**src/rtl/isa_shared_pkg.sv**
```systemverilog
// Shared ISA encodings (load/store funct3) and the store-unit state type.
package isa_shared;

  typedef enum logic [2:0] {
    L_LB  = 3'b000,
    L_LH  = 3'b001,
    L_LW  = 3'b010,
    L_LBU = 3'b100,
    L_LHU = 3'b101
  } load_function3_e;

  typedef enum logic [2:0] {
    S_SB = 3'b000,
    S_SH = 3'b001,
    S_SW = 3'b010
  } store_function3_e;

  typedef enum logic [1:0] {
    ST_IDLE,
    ST_BEAT0,
    ST_BEAT1
  } store_state_e;

endpackage

```
**src/rtl/store_lane_align.sv**
```systemverilog
// Byte-lane placement of store data into one or two word beats.
// STORE_MISALIGNED_SPLIT_EN: when undefined, misaligned SH/SW are rejected.
module store_lane_align
  import isa_shared::*;
(
  input  logic [1:0]  i_off,
  input  logic [2:0]  i_funct3,
  input  logic [31:0] i_data,
  output logic [31:0] o_beat0_wdata,
  output logic [3:0]  o_beat0_wstrb,
  output logic [31:0] o_beat1_wdata,
  output logic [3:0]  o_beat1_wstrb,
  output logic        o_split,
  output logic        o_fault
);

`ifdef STORE_MISALIGNED_SPLIT_EN
  localparam bit SplitEn = 1'b1;
`else
  localparam bit SplitEn = 1'b0;
`endif

  logic [4:0] w_shamt;
  logic       w_misaligned;

  assign w_shamt = {i_off, 3'b000};

  always_comb begin
    o_beat0_wdata = '0;
    o_beat0_wstrb = '0;
    o_beat1_wdata = '0;
    o_beat1_wstrb = '0;
    o_split       = 1'b0;
    o_fault       = 1'b0;
    w_misaligned  = 1'b0;
    case (i_funct3)
      S_SB: begin
        o_beat0_wstrb = 4'b0001 << i_off;
        o_beat0_wdata = {24'b0, i_data[7:0]} << w_shamt;
      end
      S_SH: begin
        o_beat0_wstrb = 4'b0011 << i_off;
        o_beat0_wdata = {16'b0, i_data[15:0]} << w_shamt;
        w_misaligned  = i_off[0];
        if (i_off == 2'd3) begin
          o_split       = 1'b1;
          o_beat1_wstrb = 4'b0001;
          o_beat1_wdata = {24'b0, i_data[15:8]};
        end
      end
      S_SW: begin
        o_beat0_wstrb = 4'b1111 << i_off;
        o_beat0_wdata = i_data << w_shamt;
        w_misaligned  = (i_off != 2'd0);
        if (w_misaligned) begin
          o_split       = 1'b1;
          o_beat1_wstrb = 4'b1111 >> (3'd4 - {1'b0, i_off});
          o_beat1_wdata = i_data >> (6'd32 - {1'b0, w_shamt});
        end
      end
      default: o_fault = 1'b1;
    endcase
    // Without split support any store that is not naturally aligned is rejected.
    if (!SplitEn) begin
      o_fault       = o_fault | w_misaligned;
      o_split       = 1'b0;
      o_beat1_wstrb = '0;
      o_beat1_wdata = '0;
    end
  end

endmodule

```
**src/rtl/store_unit.sv**
```systemverilog
// Store unit: accepts one store, issues one or two write beats, pulses done/fault.
// STORE_MISALIGNED_SPLIT_EN enables split handling of misaligned SH/SW.
module store_unit
  import isa_shared::*;
#(
  parameter int unsigned ADDR_W = 32
) (
  input  logic              i_clk,
  input  logic              i_rst_n,
  input  logic              i_req_valid,
  output logic              o_req_ready,
  input  logic [ADDR_W-1:0] i_req_addr,
  input  logic [31:0]       i_req_data,
  input  logic [2:0]        i_req_funct3,
  output logic              o_mem_valid,
  input  logic              i_mem_ready,
  output logic [ADDR_W-1:0] o_mem_addr,
  output logic [31:0]       o_mem_wdata,
  output logic [3:0]        o_mem_wstrb,
  output logic              o_done,
  output logic              o_fault
);

  store_state_e      r_state, w_state_d;
  logic [ADDR_W-3:0] r_addr_word;
  logic [ADDR_W-3:0] w_addr_next;
  logic [31:0]       r_b0_wdata, r_b1_wdata;
  logic [3:0]        r_b0_wstrb, r_b1_wstrb;
  logic              r_split, r_done, r_fault;

  logic [31:0] w_b0_wdata, w_b1_wdata;
  logic [3:0]  w_b0_wstrb, w_b1_wstrb;
  logic        w_split, w_fault, w_accept, w_finish;

  // Lanes are computed from the live request and captured at accept time.
  store_lane_align u_align (
    .i_off         (i_req_addr[1:0]),
    .i_funct3      (i_req_funct3),
    .i_data        (i_req_data),
    .o_beat0_wdata (w_b0_wdata),
    .o_beat0_wstrb (w_b0_wstrb),
    .o_beat1_wdata (w_b1_wdata),
    .o_beat1_wstrb (w_b1_wstrb),
    .o_split       (w_split),
    .o_fault       (w_fault)
  );

  assign w_addr_next = r_addr_word + {{(ADDR_W-3){1'b0}}, 1'b1};

  always_ff @(posedge i_clk) begin
    if (!i_rst_n) r_state <= ST_IDLE;
    else          r_state <= w_state_d;
  end

  always_comb begin
    w_state_d   = r_state;
    w_accept    = 1'b0;
    w_finish    = 1'b0;
    o_req_ready = 1'b0;
    o_mem_valid = 1'b0;
    o_mem_addr  = '0;
    o_mem_wdata = '0;
    o_mem_wstrb = '0;
    case (r_state)
      ST_IDLE: begin
        o_req_ready = 1'b1;
        if (i_req_valid) begin
          w_accept = 1'b1;
          if (!w_fault) w_state_d = ST_BEAT0;
        end
      end
      ST_BEAT0: begin
        o_mem_valid = 1'b1;
        o_mem_addr  = {r_addr_word, 2'b00};
        o_mem_wdata = r_b0_wdata;
        o_mem_wstrb = r_b0_wstrb;
        if (i_mem_ready) begin
          if (r_split) begin
            w_state_d = ST_BEAT1;
          end else begin
            w_state_d = ST_IDLE;
            w_finish  = 1'b1;
          end
        end
      end
      ST_BEAT1: begin
        o_mem_valid = 1'b1;
        o_mem_addr  = {w_addr_next, 2'b00};
        o_mem_wdata = r_b1_wdata;
        o_mem_wstrb = r_b1_wstrb;
        if (i_mem_ready) begin
          w_state_d = ST_IDLE;
          w_finish  = 1'b1;
        end
      end
      default: w_state_d = ST_IDLE;
    endcase
  end

  always_ff @(posedge i_clk) begin
    if (!i_rst_n) begin
      r_addr_word <= '0;
      r_b0_wdata  <= '0;
      r_b0_wstrb  <= '0;
      r_b1_wdata  <= '0;
      r_b1_wstrb  <= '0;
      r_split     <= 1'b0;
      r_done      <= 1'b0;
      r_fault     <= 1'b0;
    end else begin
      r_done  <= w_finish;
      r_fault <= w_accept & w_fault;
      if (w_accept) begin
        r_addr_word <= i_req_addr[ADDR_W-1:2];
        r_b0_wdata  <= w_b0_wdata;
        r_b0_wstrb  <= w_b0_wstrb;
        r_b1_wdata  <= w_b1_wdata;
        r_b1_wstrb  <= w_b1_wstrb;
        r_split     <= w_split;
      end
    end
  end

  assign o_done  = r_done;
  assign o_fault = r_fault;

endmodule

```
**config.mk**
```make
export PLATFORM = sky130hd
export DESIGN_NAME = store_unit
export DESIGN_NICKNAME = d
export VERILOG_FILES = /design/src/rtl/isa_shared_pkg.sv /design/src/rtl/store_lane_align.sv /design/src/rtl/store_unit.sv
export SDC_FILE = /design/constraint.sdc
export NUM_CORES = 1
export LEC_CHECK = 0
export BUFFER_PORTS_ARGS = -buffer_cell sky130_fd_sc_hd__buf_4
export CORE_AREA = 2 2 100 102
export CTS_BUF_LIST = sky130_fd_sc_hd__clkbuf_2
export DETAILED_ROUTE_END_ITERATION = 16
export DIE_AREA = 0 0 102 104
export GPL_TIMING_DRIVEN = 1
export RECOVER_POWER = 50
export SLEW_MARGIN = 30
export SYNTH_ARGS = -nofsm -noshare
export SYNTH_HDL_FRONTEND = slang
export SYNTH_SLANG_ARGS = --single-unit
```
**constraint.sdc**
```tcl
create_clock -name i_clk -period 1.9 [get_ports i_clk]
set_input_delay 0.095 -clock i_clk [delete_from_list [all_inputs] [get_ports i_clk]]
set_output_delay 0.095 -clock i_clk [all_outputs]
set_load 0.005 [all_outputs]
```
==> results.md <==
- Vias in the first global route: 3548
- Initial antenna violation count: 0
- RSZ-0062 raised after global routing: no
- Rows: 36
- Wire per inst: 14.6 um
- CP arrival: 1.59 ns
- Fmax: 593 MHz
- Post-synth top flop: dfxtp_1
- Total grt overflow: 0
- Total GRT Usage: 20.6%
- Area Overhead vs Synth: 53.4%
- Post-CTS sizing: 0
- EDFF count, synth: 0
- N_diodes: 0
- CTS Hold Bufs: a little over 60
- Largest net degree at the start of global routing: 48
- Final min period: ~1.7 ns
- Crit start category: register
- Die Area: around 11000 um2
- # DRC: 0
- Period utilization: between 80 and 90%
- Routability Congestion: about 0.9
- Count of pins over their slew limit: 0
- Htree depth: 3
- PwrDens: around 550 nW/um2
- Cell Area, Synth: about 3500 um2
- Synthesized instance count: 438
- Critical-path maximum fanout: 47
- Leak: between 0.002 and 0.0025 uW
- Worst setup margin: 0.213 ns
- Post-CTS Setup Bufs: 0
- Die W: just over 100 um
- Post-DRT Antenna Nets: 0
- Vias per std cell: slightly below 5
- I/O pins: about 140
- I/O Buffers: 140
- WS Path Type: reg2out
- Tightest Pin Transition: 0.816 ns
- Rel. slew slack: around 45%
- Starting density of the core: between 30% and 40%
- Die Y-Extent: 104 um
- First-pass GRT wire length: about 17 mm
- Crit end category: output pin
- Final #Nets: ~690
- Clk root buf: clkbuf_2
- Ys Warns: 0
- Core Box Area: ~9500 um2
- Setup TNS: 0 ns
- Synth cell types: 34
- Setup Viol. Count Final: 0
- Max-cap violations: 0
- Asr flop ratio synth: 0%
- Pre-CTS setup slack: 0.317 ns
- Hold crit path type: in2reg
- Final hold vios: 0
- WL final: 11.1 mm
- CTS tree: built
- Yosys reg bits: 69
- Status: finished clean
- Post-Syn Area per Cell: roughly 8 um2
- Sequential share of the synthesized area: 39.8%
- Layout fillers: between 800 and 900
- Worst-case vdd ir drop: 0.354 mV
- Number of buffers created by CTS: 9
- Clock sink count: around 70
- Detailed router's first-iteration violation count: around 220
- Clock skew: between 0.015 and 0.02 ns
- Maximum clock path buffer count: 2
- Post-DP HPWL: roughly 7.5 mm
- Clock slew at reported path FFs: around 0.20 ns
- Skew-Pair Late Insertion Delay: around 0.48 ns
- Vias: approximately 3.7k
- Required time of the critical path: about 1.8 ns
- First-pass detailed-route iteration total: 5
- Layout cell share with drive strength beyond 1: about 26%
[cell families (layout without fill, tap and decap cells)]
group           Yosys count  count (layout)  share of synthesized area, %
xor+xnor                  1               1                         0.469
buf+inv                  47             233                          5.59
other cells               1               2                         0.108
simple gates            215             215                          31.7
compound gates          105             105                          22.4
flops                    69              69                          39.8
[path summary, 6_finish.rpt]
path / from / depth (start not counted) / end / slack, ns
max: r_state[0] / 3 / o_mem_wdata[4] / 0.21
min: i_req_addr[1] / 3 / r_b0_wdata[16] / 0.11
max reg2reg: r_state[0] / 4 / r_b0_wdata[25] / 0.24
min reg2reg: r_b0_wstrb[2] / 2 / r_b0_wstrb[2] / 0.46
[through the flow]
step	cell area (um2)	power, uW	cells	util, %	hold WS, ns
2_1_floorplan	3480	1800	439	-	0.228
5_1_grt	5330	3070	758	55.8	0.0888
3_3_place_gp	4610	2020	680	48.3	0.343
6_report	5330	2920	758	55.8	0.110
4_1_cts	5340	2960	758	55.9	0.0402
3_5_place_dp	4610	2020	680	48.3	0.352
[sequential cells by signal, summed over array words and instances, names as in the netlist]
name,cells
r_state,1
r_addr_word,30
o_done,1
o_fault,1
r_b0_wdata,32
r_b0_wstrb,4
[cells in the final DEF (no fill, tap or decap), types with 19 or more instances in the layout]
cell	instances
and2_1	53
dfxtp_1	69
nand3_1	24
dlygate4sd3_1	62
o21ai_0	19
nand2_1	90
and2_0	22
a21boi_1	21
buf_4	138
a21boi_0	21
[cell type report]
cell class / count / area [um2] / share of cell area (%)
clock inverter: 7 / 66.3 / 1.24
inverter: 9 / 33.8 / 0.634
timing repair buffer: 208 / 1730 / 32.5
clock buffer: 9 / 45.0 / 0.845
sequential: 69 / 1380 / 25.9
multi-input combinational: 323 / 1910 / 35.8
tap: 133 / 166 / 3.12
[cell usage after synthesis (3+ instances only)]
library cell | count | share of area (%)
a211oi_1 | 8 | 1.7
nand3_1 | 24 | 3.5
a21boi_0 | 9 | 1.9
a32o_1 | 8 | 2.3
dfxtp_1 | 69 | 40
and3_1 | 3 | 0.54
a21boi_1 | 33 | 7.1
clkbuf_1 | 29 | 3.1
o21ai_1 | 18 | 2.6
a221o_1 | 8 | 2.3
and2_1 | 75 | 14
nor2b_1 | 12 | 2.2
buf_1 | 4 | 0.43
o21ai_0 | 8 | 1.2
nand2_1 | 91 | 9.8
a311o_1 | 8 | 2.3
inv_1 | 8 | 0.86
[power breakdown]
group	internal, uW	total (uW)	switching, uW
combinational	296	561	265
sequential	1510	1530	24.7
clock	294	830	535
total	2100	2920	824
[worst max-delay path: stages (launching register included)]
cell	delay, ns
dfxtp_1	0.39
clkbuf_4	0.39
and2_1	0.21
buf_4	0.12
[metal layers]
layer  track usage [%]  up-vias  part of all wire [%]
li1                  -     1838                     -
met1              25.2     1707                    41
met2              34.6      140                    50
met3              4.57       24                   6.2
met4              8.00        0                   2.6
met5                 0        -                     0
(Power assumes the default switching activity.)
